### src/rtl/muldiv_unit.sv
`default_nettype none
// ============================================================================
// Module   : muldiv_unit
// Brief    : Iterative MULT/MULTU/DIV/DIVU/MTHI/MTLO unit with private HI/LO.
// Revision : 1.0 - initial release
// ============================================================================
module muldiv_unit #(
    parameter int DATA_WIDTH = 32
) (
    input  logic                  clk,
    input  logic                  rst,
    input  logic [DATA_WIDTH-1:0] a,
    input  logic [DATA_WIDTH-1:0] b,
    input  logic [2:0]            op,
    input  logic                  start,
    output logic                  busy,
    output logic                  done,
    output logic                  div_by_zero,
    output logic [DATA_WIDTH-1:0] hi,
    output logic [DATA_WIDTH-1:0] lo
);

    localparam int W  = DATA_WIDTH;
    localparam int CW = $clog2(DATA_WIDTH);

    localparam logic [2:0] c_OP_MULT  = 3'b001;
    localparam logic [2:0] c_OP_MULTU = 3'b010;
    localparam logic [2:0] c_OP_DIV   = 3'b011;
    localparam logic [2:0] c_OP_DIVU  = 3'b100;
    localparam logic [2:0] c_OP_MTHI  = 3'b101;
    localparam logic [2:0] c_OP_MTLO  = 3'b110;

    typedef enum logic [1:0] {
        IDLE = 2'd0,
        CALC = 2'd1,
        FIN  = 2'd2
    } state_t;

    state_t          state_q, state_d;
    logic [CW-1:0]   cnt_q, cnt_d;
    logic            is_div_q, is_div_d;
    logic            neg_q, neg_d;
    logic            rneg_q, rneg_d;
    logic            dz_q, dz_d;
    logic [2*W-1:0]  acc_q, acc_d;
    logic [W-1:0]    opb_q, opb_d;
    logic [W-1:0]    hi_q, hi_d;
    logic [W-1:0]    lo_q, lo_d;
    logic            done_q, done_d;
    logic            dzo_q, dzo_d;

    logic            w_signed;
    logic            w_a_neg, w_b_neg;
    logic [W-1:0]    w_mag_a, w_mag_b;
    logic [W:0]      w_mul_sum;
    logic [2*W-1:0]  w_mul_next;
    logic [W:0]      w_div_top;
    logic            w_div_ge;
    logic [W-1:0]    w_div_diff;
    logic [2*W-1:0]  w_div_next;
    logic [2*W-1:0]  w_prod_fix;
    logic [W-1:0]    w_quo_fix, w_rem_fix;

    assign w_signed = (op == c_OP_MULT) || (op == c_OP_DIV);
    assign w_a_neg  = w_signed & a[W-1];
    assign w_b_neg  = w_signed & b[W-1];
    assign w_mag_a  = w_a_neg ? (~a + 1'b1) : a;
    assign w_mag_b  = w_b_neg ? (~b + 1'b1) : b;

    // Multiply: multiplier sits in acc low half and shifts out as the product shifts in.
    assign w_mul_sum  = {1'b0, acc_q[2*W-1:W]} + {1'b0, (acc_q[0] ? opb_q : {W{1'b0}})};
    assign w_mul_next = {w_mul_sum, acc_q[W-1:1]};

    // Divide: remainder in acc high half, dividend/quotient in the low half.
    // The partial remainder is always below the divisor, so the difference fits W bits.
    assign w_div_top  = acc_q[2*W-1:W-1];
    assign w_div_ge   = (w_div_top >= {1'b0, opb_q});
    assign w_div_diff = w_div_top[W-1:0] - opb_q;
    assign w_div_next = w_div_ge ? {w_div_diff, acc_q[W-2:0], 1'b1}
                                 : {acc_q[2*W-2:0], 1'b0};

    assign w_prod_fix = neg_q  ? (~acc_q + 1'b1) : acc_q;
    assign w_quo_fix  = neg_q  ? (~acc_q[W-1:0] + 1'b1) : acc_q[W-1:0];
    assign w_rem_fix  = rneg_q ? (~acc_q[2*W-1:W] + 1'b1) : acc_q[2*W-1:W];

    always_comb begin
        state_d  = state_q;
        cnt_d    = cnt_q;
        is_div_d = is_div_q;
        neg_d    = neg_q;
        rneg_d   = rneg_q;
        dz_d     = dz_q;
        acc_d    = acc_q;
        opb_d    = opb_q;
        hi_d     = hi_q;
        lo_d     = lo_q;
        done_d   = 1'b0;
        dzo_d    = 1'b0;
        case (state_q)
            IDLE: begin
                if (start) begin
                    case (op)
                        c_OP_MULT, c_OP_MULTU, c_OP_DIV, c_OP_DIVU: begin
                            is_div_d = (op == c_OP_DIV) || (op == c_OP_DIVU);
                            neg_d    = w_a_neg ^ w_b_neg;
                            rneg_d   = w_a_neg;
                            dz_d     = (b == {W{1'b0}});
                            acc_d    = {{W{1'b0}}, w_mag_a};
                            opb_d    = w_mag_b;
                            cnt_d    = {CW{1'b0}};
                            state_d  = CALC;
                        end
                        c_OP_MTHI: hi_d = a;
                        c_OP_MTLO: lo_d = a;
                        default: ;
                    endcase
                end
            end
            CALC: begin
                acc_d = is_div_q ? w_div_next : w_mul_next;
                cnt_d = cnt_q + 1'b1;
                if (cnt_q == CW'(W - 1)) begin
                    state_d = FIN;
                end
            end
            FIN: begin
                if (is_div_q) begin
                    // Zero divisor: remainder already equals the dividend; quotient is forced all-ones.
                    lo_d = dz_q ? {W{1'b1}} : w_quo_fix;
                    hi_d = w_rem_fix;
                end else begin
                    hi_d = w_prod_fix[2*W-1:W];
                    lo_d = w_prod_fix[W-1:0];
                end
                done_d  = 1'b1;
                dzo_d   = is_div_q & dz_q;
                state_d = IDLE;
            end
            default: state_d = IDLE;
        endcase
    end

    always_ff @(posedge clk) begin
        if (rst) begin
            state_q  <= IDLE;
            cnt_q    <= {CW{1'b0}};
            is_div_q <= 1'b0;
            neg_q    <= 1'b0;
            rneg_q   <= 1'b0;
            dz_q     <= 1'b0;
            acc_q    <= {2*W{1'b0}};
            opb_q    <= {W{1'b0}};
            hi_q     <= {W{1'b0}};
            lo_q     <= {W{1'b0}};
            done_q   <= 1'b0;
            dzo_q    <= 1'b0;
        end else begin
            state_q  <= state_d;
            cnt_q    <= cnt_d;
            is_div_q <= is_div_d;
            neg_q    <= neg_d;
            rneg_q   <= rneg_d;
            dz_q     <= dz_d;
            acc_q    <= acc_d;
            opb_q    <= opb_d;
            hi_q     <= hi_d;
            lo_q     <= lo_d;
            done_q   <= done_d;
            dzo_q    <= dzo_d;
        end
    end

    assign busy        = (state_q != IDLE);
    assign done        = done_q;
    assign div_by_zero = dzo_q;
    assign hi          = hi_q;
    assign lo          = lo_q;

endmodule
`default_nettype wire

### config.mk
export PLATFORM = sky130hd
export DESIGN_NAME = muldiv_unit
export DESIGN_NICKNAME = d
export VERILOG_FILES = /design/src/rtl/muldiv_unit.sv
export SDC_FILE = /design/constraint.sdc
export NUM_CORES = 1
export LEC_CHECK = 0
export CAP_MARGIN = 0
export CORE_UTILIZATION = 54
export CTS_BUF_LIST = sky130_fd_sc_hd__clkbuf_4 sky130_fd_sc_hd__clkbuf_8
export CTS_CLUSTER_SIZE = 10
export DETAILED_ROUTE_END_ITERATION = 8
export PLACE_DENSITY = 0.8
export SYNTH_ARGS = -nofsm -noshare
export SYNTH_HDL_FRONTEND = slang
export SYNTH_SLANG_ARGS = --single-unit
### constraint.sdc
create_clock -name clk -period 3.02 [get_ports clk]
set_clock_uncertainty 0.15 [all_clocks]
set_input_delay 0.755 -clock clk [delete_from_list [all_inputs] [get_ports clk]]
set_output_delay 0.755 -clock clk [all_outputs]
set_load 0.005 [all_outputs]
==> results of run 1 <==
## power groups by stage
stage | combinational (mW) | clock [mW] | sequential (mW)
after floorplan | 1.45 | 0 | 2.54
after global placement | 2.61 | 0 | 2.55
after detailed placement | 2.66 | 0 | 2.55
after CTS | 2.89 | 1.91 | 2.51
after global routing | 3.40 | 2.02 | 2.53
final | 3.23 | 1.94 | 2.52
## registers in the layout, summed over array words and instances (netlist names)
signal	cells
acc_q	64
hi	32
lo	32
opb_q	32
cnt_q	5
state_q	2
div_by_zero	1
done	1
dz_q	1
is_div_q	1
neg_q	1
rneg_q	1
## through the flow
step,hold WS (ns),total power [mW],setup TNS [ns],std cells,area (µm²)
finish,0.319,7.70,-3.15,2639,20700
global placement,0.288,5.16,-9.54,2562,18300
detailed placement,0.303,5.22,-14.79,2562,18300
floorplan,0.282,4.00,-0.209,1849,14000
CTS,0.320,7.30,-0.767,2629,19700
global route,0.335,7.94,-5.33,2639,20700
## cell usage after synthesis (10+ instances only)
cell type and number:
o41ai_1 13, xnor2_1 86, a22oi_1 20, nor3_1 44
nor4_1 16, o21ai_1 37, o31ai_1 26, and3_1 17
ha_1 70, dfxtp_1 173, mux2i_1 76, or3_1 27
or4_1 14, a31oi_1 18, nand2_1 163, nor2_1 198
nand3_1 33, a2111oi_0 11, o21ai_0 69, a211oi_1 96
a311oi_1 18, xor2_1 84, inv_1 64, a21o_1 28
clkbuf_1 111, nand4_1 15, nand2b_1 12, a221oi_1 32
nor2b_1 15, o211ai_1 10, a21oi_1 130, o21a_1 11
## cells by family after synthesis
logic type               count (synthesis)
multiplexers                            76
XOR/XNOR                               170
AND/OR/NAND/NOR                        598
adder cells (fa/ha/maj)                 72
flip-flops                             173
AO/OA/AOI/OAI                          576
buffers and inverters                  184
## per-layer routing
layer / GRT usage, % / vias up / wire, µm
li1: - / 7724 / -
met2: 72.8 / 1360 / 29100
met3: 8.25 / 389 / 7480
met5: 0 / - / 0
met1: 53.5 / 8250 / 22900
met4: 26.6 / 0 / 5330
## cell type report
cell class	count	area (µm²)
Clock inverter	15	223
Sequential cell	173	3490
Timing Repair Buffer	548	4770
Fill cell	1583	4620
Inverter	64	245
Tap cell	330	413
Clock buffer	17	234
Multi-Input combinational cell	1492	11300
## repair_timing
action / CTS / global route
buffers inserted: 35 / 20
setup endpoints to repair: 44 / 65
pin swaps: 70 / 131
gates resized for setup: 142 / 183
gates cloned: 3 / 0
## worst max path at each step
stage	startpoint	slack, ns	to	depth (start not counted)
2_1_floorplan	acc_q[50]$_SDFFE_PP0P_	-0.21	hi[31]$_SDFFE_PP0P_	9
3_3_place_gp	a[17]	-0.34	acc_q[28]$_SDFFE_PP0P_	10
3_5_place_dp	a[17]	-0.61	acc_q[28]$_SDFFE_PP0P_	10
4_1_cts	acc_q[50]$_SDFFE_PP0P_	-0.29	hi[31]$_SDFFE_PP0P_	9
5_1_grt	acc_q[47]$_SDFFE_PP0P_	-0.44	hi[30]$_SDFFE_PP0P_	10
6_report	acc_q[0]$_SDFFE_PP0P_	-0.32	acc_q[62]$_SDFFE_PP0P_	15
## critical path, delay by kind of cell (launching register included)
family                   cells  cell delay, ns
buffers and inverters        5            0.59
flip-flops                   1            0.35
AND/OR/NAND/NOR              4            0.92
adder cells (fa/ha/maj)      1            0.29
XOR/XNOR                     1            0.11
AO/OA/AOI/OAI                4            0.86
==> impl_metrics.ini, run 1 <==
[status]
outcome = finished with violations
violations = negative setup slack

[logic_synthesis]
muxShareOfSynthArea_pct = 5.43
yosys.area.top_type = dfxtp_1
synth_warnings = 0
syn_inst = 1849
synth_top_flop_cell = dfxtp_1
synth_seq_cells = 173
synth_compound_area_share_pct = 27.6
ys_seq_area_share_pct = 24.7
avgSynthCellArea_um2 = 7.58
ys_types = 73
synth-adder-area-share_pct = 6.53
syn_area_um2 = 14000
synth_edf_count = 0
syn_nets = 1991
synth_top_family_by_area = compound AO/OA/AOI/OAI gates
synth_xor_area_share_pct = 10.6
synth_top_area_share_pct = 24.7
synthTopCellsByArea = dfxtp_1 25%, ha_1 6.2%, mux2i_1 5.4%, xnor2_1 5.4%, nor2_1 5.3%
synth-simple-area-share_pct = 20.2
async_flop_share_pct = 0

[clock_tree]
worstSkewPairLatency_ns = 0.49
clk_path_buf_depth = 2
clkSlewWorstSetupHoldPaths_ns = 0.11
clock_sink_count = 173
hold_buffers = 0
htreeDepth = 4
root_buffer = clkbuf_8
cts_tree = built
cts_buffers = 17

[place]
dpl.hpwl_mm = 44.5
gp_congestion = 1.00
port_buffers = 136
post-place-ws_ns = -0.608

[timing]
worst_slack_ns = -0.318
worst_slew_pin_slew_ns = 0.768
period_needed_ns = 3.34
report.final.hold_viol_count = 0
slew_headroom_pct = 48.8
maxSlewViolCount = 0
max_freq_mhz = 300
fin_crit_sh_pct = 111
setup_violations = 26
grt_setup_unrepaired = yes

[job]
drv_cap = 0

[final_layout]
n_antenna_cell = 0
layout_commonest_cell = buf_4
syn2layout_area_growth_pct = 47.6
drive_above_1_share_pct = 29.7
final_cell_mix = 373 x buf_4, 173 x nor2_1, 159 x nand2_1, 158 x dfxtp_1, 135 x clkdlybuf4s50_1
fin_util_pct = 81.7
fin_nets = 2438

[setup_path]
rr_worst_depth = 15
cp-start-kind = flip-flop
r2r-start = acc_q[0]$_SDFFE_PP0P_
crit_path_top_delay_cell = nand4_1
critPathMaxStageDelay_ns = 0.36
arrival_ns = 3.59
reg2reg_slack_ns = -0.32
r2r-end = acc_q[62]$_SDFFE_PP0P_
cp_max_fo = 7
crit_type = flip-flop to flip-flop
worst_setup_path_end_kind = flip-flop
crit_top_cell = buf_4
required_ns = 3.28
crit_chain = inv_2, buf_12, buf_4, buf_6, nor2_4, ha_4, buf_4, nand4_1, nor4_4, o21ai_2, nor4b_4, o31ai_4, xnor2_2, a311o_1, a31oi_1

[grt]
grt_usage_pct = 44.3
grt-ovfl-total = 0
grt_antenna_before_repair = 1
grt_max_degree = 68
first_global_vias = 16300
grt_pass1_wl_mm = 91.1

[power_and_ir_drop]
power.leakage_nw = 8.26
power_density_nw_per_um2 = 372
p_sw_mw = 3.02
comb_power_share_pct = 42.0
p_int_mw = 4.68
power.share.clock_pct = 25.2
seq_power_share_pct = 32.7
swShare_pct = 39.2
vdd_ir_drop_max_mv = 0.285

[route]
avgRoutedWirePerCell_um = 24.6
ant_nets = 0
dr.pass1.iters = 9
routed_wl_mm = 64.8
drcViolationCount = 0
vias = 17700
drt_iter0_markers = 2517
vias_per_cell = 6.72

[die]
core_area_um2 = 25300
ios = 137
die_h_um = 163
die_area_um2 = 26600
die_w_um = 163
num_rows = 58
start_util_pct = 55.4

[min_path]
hold_path_depth = 2
hp-start = hi[0]$_SDFFE_PP0P_
min_path_type = flip-flop to flip-flop
worstHoldEndpoint = hi[0]$_SDFFE_PP0P_
Note: power is estimated with default switching activity, not from simulation.
==> inputs of run 2 (changes only) <==
--- a/config.mk
+++ b/config.mk
@@ -6,11 +6,11 @@
 export NUM_CORES = 1
 export LEC_CHECK = 0
 export CAP_MARGIN = 0
-export CORE_UTILIZATION = 54
+export CORE_UTILIZATION = 25
 export CTS_BUF_LIST = sky130_fd_sc_hd__clkbuf_4 sky130_fd_sc_hd__clkbuf_8
 export CTS_CLUSTER_SIZE = 10
 export DETAILED_ROUTE_END_ITERATION = 8
-export PLACE_DENSITY = 0.8
+export PLACE_DENSITY = 0.44
 export SYNTH_ARGS = -nofsm -noshare
 export SYNTH_HDL_FRONTEND = slang
 export SYNTH_SLANG_ARGS = --single-unit
==> impl_metrics.ini, run 2 (same netlist as run 1, synthesis figures left out) <==
[setup_path]
required_ns = 3.38
arrival_ns = 3.73
cp-start-kind = flip-flop
worst_setup_path_end_kind = flip-flop
rr_worst_depth = 11
cp_max_fo = 2
crit_type = flip-flop to flip-flop
r2r-end = hi[30]$_SDFFE_PP0P_
r2r-start = acc_q[47]$_SDFFE_PP0P_
reg2reg_slack_ns = -0.35

[clock_tree]
hold_buffers = 0
cts_tree = built
clock_sink_count = 173
htreeDepth = 4
root_buffer = clkbuf_8
clk_path_buf_depth = 2
worstSkewPairLatency_ns = 0.59
cts_buffers = 17
clkSlewWorstSetupHoldPaths_ns = 0.13

[die]
die_area_um2 = 57000
num_rows = 86
die_w_um = 239
ios = 137
core_area_um2 = 55300
start_util_pct = 25.4
die_h_um = 239

[timing]
worst_slack_ns = -0.353
setup_violations = 14
maxSlewViolCount = 0
fin_crit_sh_pct = 112
max_freq_mhz = 296
report.final.hold_viol_count = 0
period_needed_ns = 3.37
whs_ns = 0.322
slew_headroom_pct = 29.8
worst_slew_pin_slew_ns = 1.05
grt_setup_unrepaired = yes

[place]
gp_congestion = 0.889
dpl.hpwl_mm = 49.6
place_area_um2 = 19200
port_buffers = 136
dp_cells = 3028

[route]
drcViolationCount = 0
routed_wl_mm = 63.3
vias = 16100
vias_per_cell = 5.16
avgRoutedWirePerCell_um = 20.3
dr.pass1.iters = 5
ant_nets = 0
drt_iter0_markers = 1063

[final_layout]
syn2layout_area_growth_pct = 52.8
n_antenna_cell = 0
final_cell_mix = 422 x buf_4, 175 x nor2_1, 156 x dfxtp_1, 154 x nand2_1, 135 x clkdlybuf4s50_1
fin_cells = 3114
fin_util_pct = 38.7
fin_nets = 2495
largest-register = acc_q
layout_commonest_cell = buf_4
final_area_um2 = 21400
drive_above_1_share_pct = 30.5
n_fill_cell = 5737
largest_reg_flops = 64

[grt]
grt-ovfl-total = 0
grt_pass1_wl_mm = 94.8
grt_antenna_before_repair = 1
grt_max_degree = 84
first_global_vias = 15900
grt_usage_pct = 21.9

[job]
drv_cap = 0

[status]
violations = negative setup slack
outcome = finished with violations

[power_and_ir_drop]
power.leakage_nw = 8.57
power_density_nw_per_um2 = 353
vdd_ir_drop_max_mv = 0.358

[min_path]
hold_path_depth = 2
hp-start = hi[0]$_SDFFE_PP0P_
worstHoldEndpoint = hi[0]$_SDFFE_PP0P_
min_path_type = flip-flop to flip-flop
run 2: cell count changes in the layout (fill, tap and decap cells not counted), moves of 5 or more:
cell / delta
ha_1: +14
buf_4: +49
ha_4: -15
nand2_1: -5
a2111oi_2: -5
a21oi_2: +5
nor2_4: -5
buf_12: +5
a21oi_4: -7
run 2: how the worst max path moves through the flow:
stage	start	end	depth (start not counted)
final	acc_q[47]$_SDFFE_PP0P_	hi[30]$_SDFFE_PP0P_	11
after global routing	acc_q[47]$_SDFFE_PP0P_	hi[30]$_SDFFE_PP0P_	11
after CTS	acc_q[47]$_SDFFE_PP0P_	hi[31]$_SDFFE_PP0P_	9
after detailed placement	b[0]	opb_q[30]$_SDFFE_PP0P_	11
after global placement	b[0]	opb_q[27]$_SDFFE_PP0P_	8
after floorplan	acc_q[50]$_SDFFE_PP0P_	hi[31]$_SDFFE_PP0P_	9
run 2: timing repair:
item | in CTS | in global routing
cloned | 1 | 1
resized for setup | 134 | 162
setup buffers | 33 | 29
setup endpoints to repair | 59 | 52
pin swaps | 69 | 101
run 2: cell type report:
type                    count  area [µm²]  share of cell area (%)
clock buffers              18         248                    1.16
clock inverters            14         144                   0.671
inverters                  64         250                    1.17
multi-input cells        1492       11100                    51.8
flip-flops and latches    173        3490                    16.3
well taps                 748         936                    4.37
repair buffers            605        5270                    24.6
run 2: metrics by stage:
stage	power, mW	setup TNS, ns	setup slack, ns
after floorplan	4.00	-0.209	-0.209
after global placement	5.39	-21.94	-0.623
after detailed placement	5.39	-23.37	-0.693
after CTS	7.41	-1.56	-0.329
after global routing	7.96	-4.28	-0.430
final	7.56	-1.25	-0.353
run 2: layer usage:
metal  vias to the layer above  GRT usage (%)  share of wire, %
met5                         -              0             0.017
met4                         2           7.73               2.6
met3                        84           3.05               4.0
met2                       406           37.5                48
met1                      7747           28.0                45
li1                       7835              -                 -
run 2: worst max-delay path: stages (launching register included):
cell and delay, ns:
dfxtp_2 0.34, or4_4 0.55, nor4_4 0.16, or4b_4 0.50, or4_4 0.44, buf_4 0.15
buf_6 0.11, nor4_4 0.22, o21ai_1 0.10, xor2_1 0.21, nand2_1 0.08, a311oi_2 0.26
run 2: where the power goes:
| group | internal (mW) | switching [mW] |
|---|---|---|
| clock | 0.633 | 1.13 |
| sequential | 2.40 | 0.0923 |
| combinational | 1.56 | 1.74 |
| total | 4.60 | 2.96 |
==> inputs of run 3 (changes only) <==
--- a/config.mk
+++ b/config.mk
@@ -6,11 +6,11 @@
 export NUM_CORES = 1
 export LEC_CHECK = 0
 export CAP_MARGIN = 0
-export CORE_UTILIZATION = 25
+export CORE_UTILIZATION = 50
 export CTS_BUF_LIST = sky130_fd_sc_hd__clkbuf_4 sky130_fd_sc_hd__clkbuf_8
 export CTS_CLUSTER_SIZE = 10
 export DETAILED_ROUTE_END_ITERATION = 8
-export PLACE_DENSITY = 0.44
+export PLACE_DENSITY = 0.72
 export SYNTH_ARGS = -nofsm -noshare
 export SYNTH_HDL_FRONTEND = slang
 export SYNTH_SLANG_ARGS = --single-unit
==> constraint.sdc (replaced) <==
create_clock -name clk -period 3.4 [get_ports clk]
set_clock_uncertainty 0.15 [all_clocks]
set_input_delay 0.85 -clock clk [delete_from_list [all_inputs] [get_ports clk]]
set_output_delay 0.85 -clock clk [all_outputs]
set_load 0.005 [all_outputs]
==> impl_metrics.ini, run 3 (same netlist as run 1, synthesis figures left out) <==
[grt]
grt_usage_pct = 37.4
first_global_vias = 14700
grt-ovfl-total = 0
grt_max_degree = 90
grt_pass1_wl_mm = 83.5
grt_antenna_before_repair = 0

[job]
drv_cap = 0

[status]
outcome = finished clean

[die]
die_area_um2 = 28700
die_h_um = 169
ios = 137
start_util_pct = 51.5
die_w_um = 169
num_rows = 60
core_area_um2 = 27300

[final_layout]
largest-register = acc_q
fin_nets = 2251
n_antenna_cell = 0
fin_util_pct = 65.1
n_fill_cell = 2472
largest_reg_flops = 64
layout_commonest_cell = buf_4
final_cell_mix = 220 x buf_4, 195 x nor2_1, 168 x dfxtp_1, 163 x nand2_1, 135 x clkdlybuf4s50_1
drive_above_1_share_pct = 14.7
syn2layout_area_growth_pct = 26.5

[place]
gp_congestion = 0.999
dpl.hpwl_mm = 42.0
port_buffers = 136

[setup_path]
crit_path_top_delay_cell = or4_4
cp-start-kind = flip-flop
arrival_ns = 3.58
crit_top_cell = or4_4
rr_worst_depth = 9
cp_max_fo = 4
critPathMaxStageDelay_ns = 0.57
crit_chain = or4_4, nor4_4, or4b_4, or4_4, or3_4, nor3_2, o21ai_1, xor2_1, a211o_1
crit_path_start = acc_q[47]$_SDFFE_PP0P_
r2r-start = acc_q[47]$_SDFFE_PP0P_
reg2reg_slack_ns = 0.02
worst_setup_path_end_kind = flip-flop
crit_type = flip-flop to flip-flop
r2r-end = hi[31]$_SDFFE_PP0P_
required_ns = 3.61

[clock_tree]
worstSkewPairLatency_ns = 0.48
clkSlewWorstSetupHoldPaths_ns = 0.10
cts_tree = built
clock_sink_count = 173
htreeDepth = 4
clk_path_buf_depth = 2
root_buffer = clkbuf_8
cts_buffers = 17

[timing]
report.final.hold_viol_count = 0
slew_headroom_pct = 32.2
max_freq_mhz = 296
grt_setup_unrepaired = yes
maxSlewViolCount = 0
setup_violations = 0
period_needed_ns = 3.38
fin_setup_tns_ns = 0
worst_slew_pin_slew_ns = 1.02
fin_crit_sh_pct = 99.3

[route]
drcViolationCount = 0
drt_iter0_markers = 1728
avgRoutedWirePerCell_um = 21.5
dr.pass1.iters = 5
ant_nets = 0
vias = 15600
routed_wl_mm = 53.5
vias_per_cell = 6.24

[power_and_ir_drop]
power_density_nw_per_um2 = 338
power.leakage_nw = 7.10
vdd_ir_drop_max_mv = 0.245
total_power_mw = 6.00

[min_path]
min_path_type = flip-flop to flip-flop
hold_path_depth = 2
hp-start = hi[0]$_SDFFE_PP0P_
worstHoldEndpoint = hi[0]$_SDFFE_PP0P_
## run 3: cell types whose count changed in the layout (fill, tap and decap cells not counted), moves of 16 or more
cell / change
buf_4: -202
buf_6: -25
ha_1: +16
ha_4: -16
nor2_1: +20
o21ai_0: +16
## run 3: layout make-up
cell class | instances | area, µm² | share of cell area [%]
clock buffers | 19 | 262 | 1.47
clock inverters | 13 | 145 | 0.818
inverters | 64 | 240 | 1.35
multi-input cells | 1492 | 10000 | 56.6
flip-flops and latches | 173 | 3470 | 19.6
well taps | 372 | 465 | 2.62
repair buffers | 361 | 3120 | 17.6
## run 3: repair_timing
action,CTS,global route
pin swaps,0,4
endpoints found under the setup margin,5,26
hold buffers,0,0
setup buffers,0,2
gates resized for setup,2,30
## run 3: through the flow
stage	area (µm²)	setup slack (ns)	hold WS [ns]	instances
after floorplan	14000	0.134	0.282	1849
after global placement	17200	-0.249	0.290	2460
after detailed placement	17200	-0.278	0.305	2460
after CTS	17600	0.0161	0.320	2492
after global routing	17700	-0.115	0.340	2494
final	17700	0.0243	0.323	2494
## run 3: how the worst max path moves through the flow
stage,endpoint,slack (ns)
2_1_floorplan,hi[31]$_SDFFE_PP0P_,0.13
3_3_place_gp,acc_q[26]$_SDFFE_PP0P_,-0.25
3_5_place_dp,acc_q[28]$_SDFFE_PP0P_,-0.28
4_1_cts,acc_q[62]$_SDFFE_PP0P_,0.02
5_1_grt,acc_q[62]$_SDFFE_PP0P_,-0.11
6_report,hi[31]$_SDFFE_PP0P_,0.02
## run 3: routing by layer
metal  vias up  wire [µm]  global-route usage, %
li1       7333          -                      -
met3       132       4250                   5.11
met1      7300      22500                   48.7
met2       790      23900                   60.1
met5         -          0                      0
met4         0       2840                   19.6
## run 3: critical path, delay by kind of cell (launching register included)
| family | cells | cell delay (ns) |
|---|---|---|
| xor gates and xnor gates | 1 | 0.18 |
| and+or+nand+nor | 6 | 2.20 |
| DFF | 1 | 0.32 |
| AOI/OAI and AO/OA | 2 | 0.41 |
## run 3: where the power goes
part           switching (mW)  internal (mW)
sequential              0.112           2.13
combinational            1.24          0.945
clock                   0.909          0.652
